`src/rtl/pe_array_sequencer.sv`:
```
// pe_array_sequencer
//
// Sequences one pass of a systolic PE array for a query segment of s_len
// PEs against a database of t_len symbols. It walks a diagonal wavefront
// (adv), drives the registered per-PE enables and the t-symbol request,
// captures the boundary column leaving PE s_len-1, and tracks the best V
// score with a two-stage max pipeline.
//
// Ports
//   clk, rst           : clock, synchronous active-high reset
//   i_start            : begin a pass (sampled only in IDLE)
//   i_s_len, i_t_len   : pass lengths, latched on an accepted start
//   i_lock             : stall; no advance while high in RUN
//   o_t_req            : PE0 consumes a new t symbol this cycle
//   o_pe_enable        : registered per-PE enable
//   i_pe_t/v/f         : per-PE t symbol, V and F outputs (PE k at slice k)
//   o_bnd_t/v/f        : boundary word from PE s_len-1
//   o_bnd_valid        : one-cycle pulse per boundary word
//   o_score/row/col    : running best V, its PE index and t index
//   o_done             : one-cycle pulse, results valid
//   o_busy             : high outside IDLE
//   o_dbg_state        : FSM state (IDLE=0, RUN=1, FLUSH=2, DONE=3)
//
// Handshake: there is no backpressure on outputs. i_lock is the only flow
// control; a RUN cycle with i_lock=0 is an advance, and every capture,
// request and counter update happens only on advances.
module pe_array_sequencer #(
  parameter int PE_NUM  = 16,
  parameter int PE_LOG  = 4,
  parameter int SCORE_W = 12,
  parameter int LEN_W   = 12
) (
  input  logic                      clk,
  input  logic                      rst,
  input  logic                      i_start,
  input  logic [PE_LOG:0]           i_s_len,
  input  logic [LEN_W-1:0]          i_t_len,
  input  logic                      i_lock,
  output logic                      o_t_req,
  output logic [PE_NUM-1:0]         o_pe_enable,
  input  logic [2*PE_NUM-1:0]       i_pe_t,
  input  logic [SCORE_W*PE_NUM-1:0] i_pe_v,
  input  logic [SCORE_W*PE_NUM-1:0] i_pe_f,
  output logic [1:0]                o_bnd_t,
  output logic [SCORE_W-1:0]        o_bnd_v,
  output logic [SCORE_W-1:0]        o_bnd_f,
  output logic                      o_bnd_valid,
  output logic [SCORE_W-1:0]        o_score,
  output logic [PE_LOG-1:0]         o_row,
  output logic [LEN_W-1:0]          o_col,
  output logic                      o_done,
  output logic                      o_busy,
  output logic [1:0]                o_dbg_state
);

  // adv reaches t_len+s_len-2, which needs one bit more than LEN_W.
  localparam int ADV_W = LEN_W + 1;

  typedef enum logic [1:0] {
    S_IDLE  = 2'd0,
    S_RUN   = 2'd1,
    S_FLUSH = 2'd2,
    S_DONE  = 2'd3
  } state_e;

  state_e              state_q, state_d;
  logic [ADV_W-1:0]    adv_q, adv_d;
  logic [PE_LOG:0]     s_len_q, s_len_d;
  logic [LEN_W-1:0]    t_len_q, t_len_d;
  logic [PE_NUM-1:0]   en_q, en_d;
  logic                clr_best;

  logic                adv_en;
  logic [ADV_W-1:0]    last_adv;

  // Boundary capture
  logic [PE_LOG:0]     s_m1;
  logic [PE_LOG-1:0]   bnd_idx;
  logic                bnd_cap;
  logic [1:0]          bnd_t_q;
  logic [SCORE_W-1:0]  bnd_v_q, bnd_f_q;
  logic                bnd_valid_q;

  // Max pipeline
  logic [SCORE_W-1:0]  cand_v;
  logic [PE_LOG-1:0]   cand_k;
  logic                cand_found;
  logic                s1_valid_q, s1_valid_d;
  logic [SCORE_W-1:0]  s1_v_q;
  logic [PE_LOG-1:0]   s1_k_q;
  logic [ADV_W-1:0]    s1_n_q;
  logic                s2_go;
  logic [SCORE_W-1:0]  best_q;
  logic [PE_LOG-1:0]   row_q;
  logic [LEN_W-1:0]    col_q;

  // Enable pattern for a given state/wavefront position: PE k works on
  // t index adv-k, which must lie inside the database.
  function automatic logic [PE_NUM-1:0] calc_en(input state_e st,
                                                input logic [ADV_W-1:0] adv,
                                                input logic [PE_LOG:0] s,
                                                input logic [LEN_W-1:0] t);
    logic [PE_NUM-1:0] en;
    en = '0;
    if (st == S_RUN) begin
      for (int k = 0; k < PE_NUM; k++) begin
        if ((k < int'(s)) && (adv >= ADV_W'(k)) &&
            ((adv - ADV_W'(k)) < ADV_W'(t))) begin
          en[k] = 1'b1;
        end
      end
    end
    return en;
  endfunction

  assign adv_en   = (state_q == S_RUN) && !i_lock;
  assign last_adv = ADV_W'(t_len_q) + ADV_W'(s_len_q) - ADV_W'(2);

  // ---------------- FSM next state ----------------
  always_comb begin
    state_d  = state_q;
    adv_d    = adv_q;
    s_len_d  = s_len_q;
    t_len_d  = t_len_q;
    clr_best = 1'b0;
    case (state_q)
      S_IDLE: begin
        if (i_start) begin
          clr_best = 1'b1;
          adv_d    = '0;
          s_len_d  = i_s_len;
          t_len_d  = i_t_len;
          if ((i_s_len == '0) || (i_t_len == '0)) begin
            state_d = S_DONE;
          end else begin
            state_d = S_RUN;
          end
        end
      end
      S_RUN: begin
        if (adv_en) begin
          adv_d = adv_q + ADV_W'(1);
          if (adv_q == last_adv) begin
            state_d = S_FLUSH;
          end
        end
      end
      S_FLUSH: state_d = S_DONE;
      S_DONE:  state_d = S_IDLE;
      default: state_d = S_IDLE;
    endcase
    // Registered enables are computed from the next-state values so that
    // o_pe_enable always matches the current state/adv.
    en_d = calc_en(state_d, adv_d, s_len_d, t_len_d);
  end

  // ---------------- Boundary ----------------
  assign s_m1    = s_len_q - (PE_LOG+1)'(1);
  assign bnd_idx = s_m1[PE_LOG-1:0];
  assign bnd_cap = adv_en && en_q[bnd_idx];

  // ---------------- Max stage 1 (per-advance reduction) ----------------
  // Ascending scan with strict compare so the lowest PE wins ties.
  always_comb begin
    cand_v     = '0;
    cand_k     = '0;
    cand_found = 1'b0;
    for (int k = 0; k < PE_NUM; k++) begin
      if (en_q[k] && (!cand_found || (i_pe_v[k*SCORE_W +: SCORE_W] > cand_v))) begin
        cand_v     = i_pe_v[k*SCORE_W +: SCORE_W];
        cand_k     = PE_LOG'(k);
        cand_found = 1'b1;
      end
    end
  end

  // Stage-1 valid is held while locked in RUN so the pending candidate is
  // neither lost nor consumed twice.
  always_comb begin
    s1_valid_d = 1'b0;
    if (adv_en) begin
      s1_valid_d = 1'b1;
    end else if ((state_q == S_RUN) && i_lock) begin
      s1_valid_d = s1_valid_q;
    end
  end

  assign s2_go = s1_valid_q && !((state_q == S_RUN) && i_lock);

  // ---------------- Registers ----------------
  always_ff @(posedge clk) begin
    if (rst) begin
      state_q     <= S_IDLE;
      adv_q       <= '0;
      s_len_q     <= '0;
      t_len_q     <= '0;
      en_q        <= '0;
      bnd_t_q     <= '0;
      bnd_v_q     <= '0;
      bnd_f_q     <= '0;
      bnd_valid_q <= 1'b0;
      s1_valid_q  <= 1'b0;
      s1_v_q      <= '0;
      s1_k_q      <= '0;
      s1_n_q      <= '0;
      best_q      <= '0;
      row_q       <= '0;
      col_q       <= '0;
    end else begin
      state_q     <= state_d;
      adv_q       <= adv_d;
      s_len_q     <= s_len_d;
      t_len_q     <= t_len_d;
      en_q        <= en_d;
      bnd_valid_q <= bnd_cap;
      if (bnd_cap) begin
        bnd_t_q <= i_pe_t[2*bnd_idx +: 2];
        bnd_v_q <= i_pe_v[SCORE_W*bnd_idx +: SCORE_W];
        bnd_f_q <= i_pe_f[SCORE_W*bnd_idx +: SCORE_W];
      end
      s1_valid_q <= s1_valid_d;
      if (adv_en) begin
        s1_v_q <= cand_v;
        s1_k_q <= cand_k;
        s1_n_q <= adv_q;
      end
      if (clr_best) begin
        best_q <= '0;
        row_q  <= '0;
        col_q  <= '0;
      end else if (s2_go && (s1_v_q > best_q)) begin
        best_q <= s1_v_q;
        row_q  <= s1_k_q;
        col_q  <= LEN_W'(s1_n_q - ADV_W'(s1_k_q));
      end
    end
  end

  // ---------------- Outputs ----------------
  assign o_t_req     = adv_en && (adv_q < ADV_W'(t_len_q));
  assign o_pe_enable = en_q;
  assign o_bnd_t     = bnd_t_q;
  assign o_bnd_v     = bnd_v_q;
  assign o_bnd_f     = bnd_f_q;
  assign o_bnd_valid = bnd_valid_q;
  assign o_score     = best_q;
  assign o_row       = row_q;
  assign o_col       = col_q;
  assign o_done      = (state_q == S_DONE);
  assign o_busy      = (state_q != S_IDLE);
  assign o_dbg_state = state_q;

endmodule

```
`config.mk`:
```
export PLATFORM = sky130hd
export DESIGN_NAME = pe_array_sequencer
export DESIGN_NICKNAME = d
export VERILOG_FILES = /design/src/rtl/pe_array_sequencer.sv
export SDC_FILE = /design/constraint.sdc
export NUM_CORES = 1
export LEC_CHECK = 0
export BUFFER_PORTS_ARGS = -buffer_cell sky130_fd_sc_hd__buf_2
export CAP_MARGIN = 20
export CELL_PAD_IN_SITES_DETAIL_PLACEMENT = 1
export CELL_PAD_IN_SITES_GLOBAL_PLACEMENT = 1
export CORE_MARGIN = 2
export CORE_UTILIZATION = 31
export CTS_CLUSTER_DIAMETER = 150
export DETAILED_ROUTE_END_ITERATION = 7
export HOLD_SLACK_MARGIN = 0.15
export PLACE_DENSITY = 0.65
export SYNTH_ARGS = -nofsm -noshare
export SYNTH_HDL_FRONTEND = slang
export SYNTH_SLANG_ARGS = --single-unit
```
`constraint.sdc`:
```
create_clock -name clk -period 31.6 [get_ports clk]
set_input_delay 1.58 -clock clk [delete_from_list [all_inputs] [get_ports clk]]
set_output_delay 1.58 -clock clk [all_outputs]
set_load 0.05 [all_outputs]
```
==> impl_table.tex, run 1 <==
\begin{tabular}{lr}
\hline
Metric & Value \\
\hline
\multicolumn{2}{l}{\textbf{Timing}} \\
Worst-Margin Slew & between 1 and 1.5 ns \\
Worst relative slew slack & around a fifth \\
Final worst setup slack & between 0.7 and 0.8 ns \\
Final number of setup-violating endpoints & 0 \\
Shortest period the worst path allows & 30.88 ns \\
Hold Violations, Final & 0 \\
Final critical-path share of the clock period & slightly below 100\% \\
Final Skew & 0.0296 ns \\
Worst hold margin & roughly 0.46 ns \\
Maximum achievable frequency & approximately 0.032 GHz \\
Max-slew violation total from the final report & 0 \\
\multicolumn{2}{l}{\textbf{Worst setup path}} \\
Maximum cell stage delay along the critical path & $\sim$0.54 ns \\
Worst Path Required & between 30 and 40 ns \\
Start of the worst register-to-register path & o\_pe\_enable[0]\$\_SDFF\_PP0\_ \\
Endpoint class of the critical path & flip-flop \\
Cell depth of the worst flop-to-flop path & about 160 \\
Class of the most critical setup path & in2reg \\
Cell mode on critical path & ha\_1 \\
Worst setup slack for register-to-register paths & approximately 1.3 ns \\
Arr. time, crit path & roughly 31 ns \\
Sort of element at the start of the critical path & primary input \\
Critical-path top delay cell & or4\_4 \\
Maximum fanout along the worst path & 8 \\
Reg-to-reg endpoint & s1\_v\_q[11]\$\_SDFFE\_PP0P\_ \\
\multicolumn{2}{l}{\textbf{Logic synthesis}} \\
Post-synthesis sequential area ratio & a little under an eighth \\
Library cell with the largest summed area after synthesis & ha\_1 \\
Flip-flop and latch count after synthesis & 132 \\
Count of flip-flops with a built-in enable after synthesis & 0 \\
Synth Flop Type & dfxtp\_1 \\
Gate count of the mapped netlist & approximately 2800 \\
Top-area cell type share of the netlist area & a little over a fifth \\
Syn Nets & 3648 \\
Synthesis Warnings & 0 \\
Async S/R FF share, synth & 0\% \\
Cells taking the most area after synthesis & ha\_1 (21\%), dfxtp\_1 (11\%), mux4\_2 (11\%), xnor2\_1 (5.0\%), a21oi\_1 (4.2\%) \\
Area of the mapped netlist & roughly 0.023 mm² \\
Unique masters post-synth & 95 \\
Avg Synthesized Cell Area & just over 8 µm² \\
\multicolumn{2}{l}{\textbf{Global routing}} \\
First-pass GRT wire length & between 150000 and 200000 µm \\
Overall overflow remaining after global route & 0 \\
Number of global-route vias before repair & 24600 \\
Met3 capacity usage during global routing & under 10\% \\
Routing usage on met1 & approximately a third \\
GRT Util Overall & 27.7\% \\
Most utilized layer in the global route result & met2 \\
Pin count of the biggest net entering global routing & between 60 and 70 \\
Met2 track utilization from global routing & around half \\
Antenna violations before repair & 40 \\
\multicolumn{2}{l}{\textbf{Routing}} \\
Aggregate routed wire length & $\sim$110000 µm \\
DRC errors left & 0 \\
Routed len/inst & 25.4 µm \\
Total number of vias & between 20000 and 25000 \\
Post-route ant nets & 0 \\
Count of routing violations after the opening detailed-route iteration & approximately 1300 \\
Ratio of routed vias to standard cells & roughly 5.6 \\
DR pass1 iterations & 5 \\
\multicolumn{2}{l}{\textbf{Pwr}} \\
IR drop worst, VDD & between 0.04 and 0.05 mV \\
Sw power & around 340 µW \\
Static Leak & between 0.01 and 0.015 µW \\
Power density normalized to cell area & between 20 and 30 mW/mm² \\
Gate power share & roughly half \\
Clk pwr share & between 20 and 30\% \\
Power share of the sequential group & roughly 22\% \\
Cell-internal power & between 400 and 500 µW \\
Fraction of power spent switching nets & 43.0\% \\
\multicolumn{2}{l}{\textbf{Clock network}} \\
Clock transition at the registers of the reported paths & around 0.07 ns \\
Hold bufs inserted after CTS & 0 \\
Number of clock sinks seen by CTS & between 100 and 150 \\
Maximum number of buffers from clock root to sink & 2 \\
Clock tree from TritonCTS & built \\
Number of CTS-inserted buffers & 17 \\
Count of H-tree levels built during CTS & 4 \\
Clock latency at the later pin of the worst-skew pair & 0.51 ns \\
CTS root buffer & clkbuf\_16 \\
\multicolumn{2}{l}{\textbf{Placed design}} \\
Routability congestion estimate & approximately 0.95 \\
Count of buffers inserted at the top-level ports & approximately 510 \\
Post-DP HPWL & 90200 µm \\
Placed cell areas & 0.0274 mm² \\
Post-placement worst setup slack & -1.32 ns \\
DP Cell Count & $\sim$4300 \\
\multicolumn{2}{l}{\textbf{Floorplanning}} \\
Row count & roughly 100 \\
Core region area & approximately 0.073 mm² \\
Horizontal extent of the die & between 200 and 300 µm \\
Initial standard-cell utilization of the core & approximately a third \\
Overall die area & around 0.076 mm² \\
Y dimension of the die & between 200 and 300 µm \\
Number of top-level pins & about 500 \\
\multicolumn{2}{l}{\textbf{Worst hold path}} \\
Worst hold endpoint & s1\_n\_q[0]\$\_SDFFE\_PP0P\_ \\
Kind of path behind the tightest hold check & reg2reg \\
Worst hold path cell count & 2 \\
Origin of the worst min-delay path & s1\_n\_q[0]\$\_SDFFE\_PP0P\_ \\
\multicolumn{2}{l}{\textbf{Final layout}} \\
Layout cell share with drive strength beyond 1 & 32.9\% \\
Share of the core filled with cells in the final layout & 41.0\% \\
Fillcell total & 8862 \\
Final design instance area without fill & roughly 0.03 mm² \\
Area growth from synthesis to layout & 30.4\% \\
Final net count & 4241 \\
Number of non-filler instances in the completed layout & around 4400 \\
\multicolumn{2}{l}{\textbf{Run}} \\
Max-cap violations & 0 \\
\multicolumn{2}{l}{\textbf{Outcome}} \\
Status & finished, final reports clean \\
\hline
\end{tabular}
[cell usage after synthesis, types with 5 or more instances]
cell,count
nor4_1,11
or2_4,6
o21ai_1,7
nor2_1,240
clkbuf_1,103
a21o_1,76
a21oi_1,192
nor2b_1,98
a2111oi_0,5
ha_1,389
o211ai_1,16
xnor2_1,132
a211oi_1,78
or3_1,9
mux2_2,46
a221o_1,11
o211a_1,5
a31oi_1,32
nand2b_1,61
or4_1,7
o21a_1,23
o21bai_1,5
and4_1,10
mux4_2,108
o21ai_0,134
o31ai_1,5
or2_1,6
or2_2,8
xor2_1,53
nand4_1,41
nand3_1,48
mux2i_1,95
dfxtp_1,132
inv_1,179
buf_1,32
and2_1,23
nand2_1,225
and3_1,17
nor3_1,46
a211o_1,7
a41o_1,11
[cell usage in the layout (no fill, tap or decap), drive strengths merged, types with 11 or more instances in the layout]
cell type	instances
nor2b	98
nand4	42
nand2	225
dfxtp	132
o21a	24
xor2	53
nor3	47
xnor2	132
diode	24
nor4	11
o211ai	17
nand2b	61
or2	20
and3	18
ha	389
a221o	11
mux2i	95
a21oi	192
inv	188
nand3	49
mux4	108
mux2	46
a31oi	32
a41o	11
nor2	240
a211oi	80
o21ai	142
and2	23
clkbuf	24
buf	705
a21o	76
[worst max-delay path by stage]
stage,start,endpoint,slack (ns),depth (start not counted)
after global placement,i_pe_v[1],s1_v_q[3]$_SDFFE_PP0P_,-0.63,155
after floorplan,i_pe_v[1],s1_v_q[11]$_SDFFE_PP0P_,0.04,165
after global routing,i_pe_v[11],s1_v_q[10]$_SDFFE_PP0P_,-0.54,159
after CTS,i_pe_v[1],s1_v_q[11]$_SDFFE_PP0P_,0.002,159
after detailed placement,i_pe_v[1],s1_v_q[1]$_SDFFE_PP0P_,-1.32,158
final,i_pe_v[11],s1_v_q[11]$_SDFFE_PP0P_,0.72,156
[area by class of cell]
cell class | count | area (µm²) | share of cell area [%]
multi-input combinational | 2369 | 20500 | 68.3
clock buffer | 17 | 425 | 1.42
sequential | 132 | 2650 | 8.82
clock inverter | 15 | 189 | 0.630
antenna | 24 | 60.1 | 0.200
inverter | 181 | 679 | 2.26
timing repair buffer | 712 | 4310 | 14.4
tap | 959 | 1200 | 4.00
[metrics by stage]
step	TNS [ns]	power, µW
floorplan	0	400
global placement	-9.52	538
CTS	0	772
global route	-7.70	841
finish	0	796
detailed placement	-20.10	541
[state kept, by name, summed over array words and instances (netlist names), 2 cells and up]
name	count
o_dbg_state	2
adv_q	13
s1_n_q	12
s_len_q	5
o_bnd_f	12
o_bnd_t	2
o_row	4
s1_v_q	12
o_score	12
o_pe_enable	16
o_bnd_v	12
o_col	12
s1_k_q	4
t_len_q	12
[layer usage]
layer / share of wire [%] / routed length [µm]
met2: 49 / 55000
met5: 0.080 / 90
met4: 6.2 / 6980
met1: 40 / 44500
met3: 5.0 / 5560
[cell families (layout without fill, tap and decap cells)]
family | Yosys count | in the layout | synth area share, %
AO/OA/AOI/OAI | 665 | 668 | 19.1
XOR/XNOR | 185 | 185 | 7.04
adder cells (fa/ha/maj) | 391 | 391 | 21.3
buffers and inverters | 322 | 925 | 5.36
flip-flops | 132 | 132 | 11.5
multiplexers | 249 | 249 | 16.9
other | 0 | 24 | 0
AND/OR/NAND/NOR | 876 | 876 | 18.7
[worst max-delay path: cells and delay by family]
| kind | cells | cell delay (ns) |
|---|---|---|
| compound gates | 69 | 13.69 |
| simple gates | 43 | 6.67 |
| mux | 10 | 2.81 |
| buf+inv | 19 | 2.55 |
| fa+ha+maj | 15 | 3.88 |
[power groups by stage]
stage / combinational [µW] / sequential (µW) / clock (µW)
floorplan: 215 / 185 / 0
global placement: 358 / 180 / 0
detailed placement: 361 / 181 / 0
CTS: 366 / 177 / 229
global route: 430 / 177 / 234
finish: 396 / 177 / 224
[what timing repair did]
item | in CTS | in global routing
setup buffers | 1 | 42
gates cloned | 0 | 13
gates resized for setup | 22 | 281
pin swaps | 3 | 90
setup endpoints to repair | 16 | 16
(Power assumes the default switching activity.)
==> inputs of run 2 (changes only) <==
--- a/config.mk
+++ b/config.mk
@@ -14,7 +14,7 @@
 export CTS_CLUSTER_DIAMETER = 150
 export DETAILED_ROUTE_END_ITERATION = 7
 export HOLD_SLACK_MARGIN = 0.15
-export PLACE_DENSITY = 0.65
+export PLACE_DENSITY = 0.63
 export SYNTH_ARGS = -nofsm -noshare
 export SYNTH_HDL_FRONTEND = slang
 export SYNTH_SLANG_ARGS = --single-unit
==> constraint.sdc (replaced) <==
create_clock -name clk -period 37.8 [get_ports clk]
set_input_delay 1.89 -clock clk [delete_from_list [all_inputs] [get_ports clk]]
set_output_delay 1.89 -clock clk [all_outputs]
set_load 0.05 [all_outputs]
==> run 2 against run 1 <==
Compared with the run above:
- design area down 8.9%
- clock power down 22%
- wire length down 5.6%
- worst setup slack better by 1.9 ns
- die area unchanged
- largest cell class unchanged
- highest routed layer unchanged
==> impl_table.tex, run 2 (synthesis results as in run 1) <==
\begin{tabular}{lr}
\hline
Metric & Value \\
\hline
\multicolumn{2}{l}{\textbf{Worst setup path}} \\
Endpoint class of the critical path & flip-flop (unchanged) \\
Critical-path top delay cell & o311ai\_0 (was or4\_4) \\
Cell mode on critical path & ha\_1 (unchanged) \\
Worst Path Required & 38.13 ns (was 31.98 ns) \\
Maximum cell stage delay along the critical path & 0.53 ns (was 0.54 ns) \\
Class of the most critical setup path & in2reg (unchanged) \\
Maximum fanout along the worst path & 25 (was 8) \\
Arr. time, crit path & 35.56 ns (was 31.26 ns) \\
Sort of element at the start of the critical path & primary input (unchanged) \\
\multicolumn{2}{l}{\textbf{Global routing}} \\
Overall overflow remaining after global route & 0 (unchanged) \\
Antenna violations before repair & 32 (was 40) \\
First-pass GRT wire length & 157000 µm (was 160000 µm) \\
GRT Util Overall & 27.1\% (was 27.7\%) \\
Number of global-route vias before repair & 24100 (was 24600) \\
Pin count of the biggest net entering global routing & 57 (was 67) \\
\multicolumn{2}{l}{\textbf{Pwr}} \\
Power density normalized to cell area & 22.6 mW/mm² (was 26.5 mW/mm²) \\
Static Leak & 0.0125 µW (was 0.0134 µW) \\
IR drop worst, VDD & 0.0356 mV (was 0.0483 mV) \\
\multicolumn{2}{l}{\textbf{Clock network}} \\
CTS root buffer & clkbuf\_16 (unchanged) \\
Number of post-CTS setup repair buffers & 0 (was 1) \\
Maximum number of buffers from clock root to sink & 2 (unchanged) \\
Number of CTS-inserted buffers & 17 (unchanged) \\
Clock latency at the later pin of the worst-skew pair & 0.49 ns (was 0.51 ns) \\
Count of H-tree levels built during CTS & 4 (unchanged) \\
Clock transition at the registers of the reported paths & 0.07 ns (about the same) \\
Number of clock sinks seen by CTS & 132 (unchanged) \\
Resized cells post-CTS & 0 (was 22) \\
Hold bufs inserted after CTS & 0 (unchanged) \\
Clock tree from TritonCTS & built (unchanged) \\
\multicolumn{2}{l}{\textbf{Final layout}} \\
Layout cell share with drive strength beyond 1 & 24.6\% (was 32.9\%) \\
Area growth from synthesis to layout & 18.8\% (was 30.4\%) \\
Share of the core filled with cells in the final layout & 37.4\% (was 41.0\%) \\
Most frequent standard cell in the layout excluding fill and tap cells & buf\_2 (unchanged) \\
Final net count & 4084 (was 4241) \\
Max FFs per register & 16 (unchanged) \\
Top library cells by usage in the layout, fill and taps aside & buf\_2 (511), ha\_1 (388), nor2\_1 (234) (was buf\_2 (513), ha\_1 (368), nor2\_1 (231)) \\
\multicolumn{2}{l}{\textbf{Floorplanning}} \\
Core region area & 0.0732 mm² (unchanged) \\
Initial standard-cell utilization of the core & 31.4\% (unchanged) \\
Y dimension of the die & 276 µm (unchanged) \\
Overall die area & 0.0764 mm² (unchanged) \\
Number of top-level pins & 513 (unchanged) \\
Horizontal extent of the die & 276 µm (unchanged) \\
Row count & 99 (unchanged) \\
\multicolumn{2}{l}{\textbf{Routing}} \\
Total number of vias & 23600 (was 24700) \\
Post-route ant nets & 0 (unchanged) \\
Count of routing violations after the opening detailed-route iteration & 1242 (was 1348) \\
Ratio of routed vias to standard cells & 5.54 (was 5.61) \\
Aggregate routed wire length & 106000 µm (was 112000 µm) \\
DRC errors left & 0 (unchanged) \\
DR pass1 iterations & 5 (unchanged) \\
Routed len/inst & 24.9 µm (was 25.4 µm) \\
\multicolumn{2}{l}{\textbf{Worst hold path}} \\
Kind of path behind the tightest hold check & reg2reg (unchanged) \\
\multicolumn{2}{l}{\textbf{Timing}} \\
Final Skew & 0.0152 ns (was 0.0296 ns) \\
Worst-Margin Slew & 1.01 ns (was 1.21 ns) \\
Hold Violations, Final & 0 (unchanged) \\
Worst relative slew slack & 32.3\% (was 19.0\%) \\
Worst hold margin & 0.460 ns (was 0.461 ns) \\
Shortest period the worst path allows & 35.23 ns \\
Final number of setup-violating endpoints & 0 (unchanged) \\
Maximum achievable frequency & 0.0284 GHz \\
Max-slew violation total from the final report & 0 (unchanged) \\
Final critical-path share of the clock period & between 90\% and 100\% \\
\multicolumn{2}{l}{\textbf{Placed design}} \\
Count of buffers inserted at the top-level ports & 512 (unchanged) \\
Routability congestion estimate & 0.945 (about the same) \\
Post-DP HPWL & 88600 µm (was 90200 µm) \\
\multicolumn{2}{l}{\textbf{Run}} \\
Max-cap violations & 0 (unchanged) \\
\multicolumn{2}{l}{\textbf{Outcome}} \\
Status & finished, final reports clean (unchanged) \\
\hline
\end{tabular}
[run 2: layout make-up]
cell class	count	area, µm²
Antenna cell	24	60.1
Clock buffer	20	457
Clock inverter	12	134
Fill cell	9022	45900
Inverter	181	679
Multi-Input combinational cell	2366	19300
Sequential cell	132	2650
Tap cell	959	1200
Timing Repair Buffer	558	2920
[run 2: routing by layer]
layer  GRT usage (%)  vias to the layer above  wire length [µm]  part of all wire (%)
met3            4.12                      196              4530                   4.3
met2            49.0                      666             53100                    50
met5               0                        -                40                 0.038
met4            14.5                        6              5870                   5.5
met1            30.6                    11500             42300                    40
li1                -                    11200                 -                     -
[run 2: worst max-delay path, delay by kind of cell]
kind / cells / cell delay [ns]
buffers and inverters: 11 / 1.77
AO/OA/AOI/OAI: 74 / 17.31
AND/OR/NAND/NOR: 41 / 6.99
multiplexers: 10 / 3.33
adder cells (fa/ha/maj): 15 / 4.16
[run 2: worst paths after layout]
| check | cells past startpoint | slack (ns) | end | start |
|---|---|---|---|---|
| setup / recovery | 151 | 2.57 | s1_k_q[3]$_SDFFE_PP0P_ | i_pe_v[7] |
| hold / removal | 2 | 0.46 | s1_n_q[2]$_SDFFE_PP0P_ | s1_n_q[2]$_SDFFE_PP0P_ |
| setup reg to reg | 151 | 3.06 | s1_k_q[3]$_SDFFE_PP0P_ | o_pe_enable[0]$_SDFF_PP0_ |
| hold reg to reg | 2 | 0.46 | s1_n_q[2]$_SDFFE_PP0P_ | s1_n_q[2]$_SDFFE_PP0P_ |
[run 2: metrics by stage]
step | cell area (µm²) | setup TNS [ns] | setup WS, ns | instances | power [µW]
6_report | 27300 | 0 | 2.57 | 4252 | 619
4_1_cts | 27200 | 0 | 0.435 | 4227 | 625
2_1_floorplan | 23000 | 0 | 4.69 | 2820 | 334
3_3_place_gp | 26600 | 0 | 0.617 | 4195 | 443
5_1_grt | 27300 | -0.00339 | -0.00339 | 4249 | 661
3_5_place_dp | 26600 | -0.0244 | -0.0224 | 4195 | 445
[run 2: power breakdown]
part	total, µW	internal (µW)	switching, µW
Clock	175	96.4	78.6
Combinational	296	123	173
Sequential	148	143	4.97
==> inputs of run 3 (changes only) <==
==> constraint.sdc (replaced) <==
create_clock -name clk -period 37.8 [get_ports clk]
set_input_delay 7.56 -clock clk [delete_from_list [all_inputs] [get_ports clk]]
set_output_delay 7.56 -clock clk [all_outputs]
set_load 0.05 [all_outputs]
==> run 3 against run 2 <==
Compared with the run above:
- largest cell class unchanged
- total power grew 2.3%
- critical endpoint is now s1_v_q[8]$_SDFFE_PP0P_
- clock-buffer cell count is the same
- via count grew 4.1%
- first-iteration DRC count grew 6.8%
- worst setup slack lost 1.8 ns
- die area is the same
- sequential power is essentially flat
- maximum frequency shrank 4.8%
==> impl_table.tex, run 3 (synthesis results as in run 1) <==
\begin{tabular}{lr}
\hline
Metric & Value \\
\hline
\multicolumn{2}{l}{\textbf{Floorplanning}} \\
Number of top-level pins & 513 (unchanged) \\
Overall die area & 0.0764 mm² (unchanged) \\
Initial standard-cell utilization of the core & 31.4\% (unchanged) \\
Horizontal extent of the die & 276 µm (unchanged) \\
Core region area & 0.0732 mm² (unchanged) \\
Y dimension of the die & 276 µm (unchanged) \\
Row count & 99 (unchanged) \\
\multicolumn{2}{l}{\textbf{Pwr}} \\
Static Leak & 0.0132 µW (was 0.0125 µW) \\
Power density normalized to cell area & 21.4 mW/mm² (was 22.6 mW/mm²) \\
IR drop worst, VDD & 0.0353 mV (was 0.0356 mV) \\
\multicolumn{2}{l}{\textbf{Clock network}} \\
CTS root buffer & clkbuf\_16 (unchanged) \\
Number of CTS-inserted buffers & 17 (unchanged) \\
Clock latency at the later pin of the worst-skew pair & 0.48 ns (was 0.49 ns) \\
Hold bufs inserted after CTS & 0 (unchanged) \\
Count of H-tree levels built during CTS & 4 (unchanged) \\
Number of clock sinks seen by CTS & 132 (unchanged) \\
Clock transition at the registers of the reported paths & 0.06 ns (was 0.07 ns) \\
Maximum number of buffers from clock root to sink & 2 (unchanged) \\
Clock tree from TritonCTS & built (unchanged) \\
\multicolumn{2}{l}{\textbf{Worst setup path}} \\
Endpoint class of the critical path & flip-flop (unchanged) \\
Sort of element at the start of the critical path & primary input (unchanged) \\
Start of the worst register-to-register path & o\_pe\_enable[0]\$\_SDFF\_PP0\_ (unchanged) \\
Arr. time, crit path & 37.38 ns (was 35.56 ns) \\
Cell depth of the worst flop-to-flop path & 161 (was 151) \\
Worst Path Required & 38.17 ns (was 38.13 ns) \\
Kind of cell adding the most delay to the critical path & compound AO/OA/AOI/OAI gates (unchanged) \\
Cell mode on critical path & ha\_1 (unchanged) \\
Worst setup slack for register-to-register paths & 7.22 ns (was 3.06 ns) \\
Reg-to-reg endpoint & s1\_v\_q[8]\$\_SDFFE\_PP0P\_ (was s1\_k\_q[3]\$\_SDFFE\_PP0P\_) \\
Worst Setup SP & i\_pe\_v[5] (was i\_pe\_v[7]) \\
Class of the most critical setup path & in2reg (unchanged) \\
Critical-path top delay cell & o41a\_4 (was o311ai\_0) \\
Maximum cell stage delay along the critical path & 0.56 ns (was 0.53 ns) \\
Buffers and inverters on the worst path & 20 (was 11) \\
Maximum fanout along the worst path & 10 (was 25) \\
\multicolumn{2}{l}{\textbf{Worst hold path}} \\
Kind of path behind the tightest hold check & reg2reg (unchanged) \\
Worst hold endpoint & s1\_n\_q[3]\$\_SDFFE\_PP0P\_ (was s1\_n\_q[2]\$\_SDFFE\_PP0P\_) \\
Origin of the worst min-delay path & s1\_n\_q[3]\$\_SDFFE\_PP0P\_ (was s1\_n\_q[2]\$\_SDFFE\_PP0P\_) \\
Worst hold path cell count & 2 (unchanged) \\
\multicolumn{2}{l}{\textbf{Timing}} \\
Max-slew violation total from the final report & 0 (unchanged) \\
Worst-Margin Slew & 1.02 ns (was 1.01 ns) \\
Final critical-path share of the clock period & 97.9\% (was 93.2\%) \\
Final number of setup-violating endpoints & 0 (unchanged) \\
Final Skew & 0.0188 ns (was 0.0152 ns) \\
Hold Violations, Final & 0 (unchanged) \\
Shortest period the worst path allows & 37.01 ns (was 35.23 ns) \\
Worst relative slew slack & 32.1\% (was 32.3\%) \\
Maximum achievable frequency & 0.0270 GHz (was 0.0284 GHz) \\
Worst hold margin & 0.461 ns (was 0.460 ns) \\
\multicolumn{2}{l}{\textbf{Routing}} \\
Total number of vias & 24500 (was 23600) \\
DR pass1 iterations & 5 (unchanged) \\
Sum of met3 wire segment lengths after detailed routing & 5650 µm (was 4530 µm) \\
Met2 routed wirelength & 55100 µm (was 53100 µm) \\
DRC errors left & 0 (unchanged) \\
Highest Signal Layer & met5 (unchanged) \\
Aggregate routed wire length & 112000 µm (was 106000 µm) \\
Ratio of routed vias to standard cells & 5.57 (was 5.54) \\
Post-route ant nets & 0 (unchanged) \\
Routed len/inst & 25.4 µm (was 24.9 µm) \\
Count of routing violations after the opening detailed-route iteration & 1327 (was 1242) \\
Metal1 wirelength & 43700 µm (was 42300 µm) \\
\multicolumn{2}{l}{\textbf{Final layout}} \\
Area growth from synthesis to layout & 28.3\% (was 18.8\%) \\
Final net count & 4225 (was 4084) \\
Most frequent standard cell in the layout excluding fill and tap cells & buf\_2 (unchanged) \\
Max FFs per register & 16 (unchanged) \\
Layout cell share with drive strength beyond 1 & 31.5\% (was 24.6\%) \\
Top library cells by usage in the layout, fill and taps aside & buf\_2 (514), ha\_1 (374), nor2\_1 (230) (was buf\_2 (511), ha\_1 (388), nor2\_1 (234)) \\
Number of non-filler instances in the completed layout & 4401 (was 4252) \\
\multicolumn{2}{l}{\textbf{Global routing}} \\
Overall overflow remaining after global route & 0 (unchanged) \\
First-pass GRT wire length & 161000 µm (was 157000 µm) \\
Number of global-route vias before repair & 24700 (was 24100) \\
GRT Util Overall & 27.7\% (was 27.1\%) \\
Pin count of the biggest net entering global routing & 65 (was 57) \\
Antenna violations before repair & 41 (was 32) \\
\multicolumn{2}{l}{\textbf{Outcome}} \\
Status & finished, final reports clean (unchanged) \\
\multicolumn{2}{l}{\textbf{Placed design}} \\
Routability congestion estimate & 0.960 (was 0.945) \\
Count of buffers inserted at the top-level ports & 512 (unchanged) \\
DP Cell Count & 4285 (was 4195) \\
Post-DP HPWL & 90000 µm (was 88600 µm) \\
\multicolumn{2}{l}{\textbf{Run}} \\
Max-cap violations & 0 (unchanged) \\
\hline
\end{tabular}
## run 3: cell count changes in the layout (fill, tap and decap cells not counted), moves of 12 or more
cell     delta
mux2i_4    +12
a21oi_1    -16
o21ai_1    +16
buf_4     +109
o21ai_2    +24
ha_4       +13
buf_6      +12
mux2i_2    +12
ha_1       -14
o21ai_0    -44
a21oi_2    +16
mux2i_1    -24
## run 3: how the worst max path moves through the flow
stage | to | slack, ns | depth (start not counted)
floorplan | s1_v_q[11]$_SDFFE_PP0P_ | 0.01 | 165
global placement | s1_v_q[3]$_SDFFE_PP0P_ | -0.03 | 150
detailed placement | s1_v_q[11]$_SDFFE_PP0P_ | -0.96 | 160
CTS | s1_k_q[2]$_SDFFE_PP0P_ | 0.03 | 160
global route | s1_v_q[1]$_SDFFE_PP0P_ | -0.63 | 163
finish | s1_v_q[8]$_SDFFE_PP0P_ | 0.79 | 161
## run 3: routing by layer
metal | vias up | track usage [%]
met1 | 11900 | 30.9
met3 | 286 | 4.74
li1 | 11500 | -
met4 | 4 | 15.8
met5 | - | 0
met2 | 810 | 49.5
## run 3: layout make-up
cell class | count | area [µm²]
Fill cell | 8932 | 43700
Multi-Input combinational cell | 2368 | 20200
Timing Repair Buffer | 697 | 4230
Sequential cell | 132 | 2650
Tap cell | 959 | 1200
Inverter | 181 | 679
Clock buffer | 20 | 437
Clock inverter | 12 | 97.6
Antenna cell | 32 | 80.1
## run 3: through the flow
step	setup TNS, ns	worst slack [ns]	util (%)	area [µm²]	total power [µW]
final	0	0.789	40.4	29500	633
after global routing	-9.44	-0.632	40.3	29500	674
after CTS	0	0.0269	38.2	27900	620
after detailed placement	-14.05	-0.964	37.4	27400	452
after global placement	-0.197	-0.0254	37.4	27400	450
after floorplan	0	0.0141	-	23000	334
## run 3: tightest hold or removal path, delay by kind of cell, from the launching register on
kind             cells  cell delay (ns)
flip-flops           1             0.31
AND/OR/NAND/NOR      1             0.05
AO/OA/AOI/OAI        1             0.05
## run 3: repair_timing
item                                    CTS  global route
resized for setup                        10           231
buffers inserted                          0            38
pin swaps                                 1            58
hold endpoints to repair                  0             0
endpoints found under the setup margin   16            16
cloned                                    0            14
## run 3: where the power goes
part           leakage (µW)  internal (µW)  total (µW)  switching [µW]
clock              0.000258           84.8         162            77.3
sequential          0.00107            143         148            4.65
combinational        0.0119            137         323             187
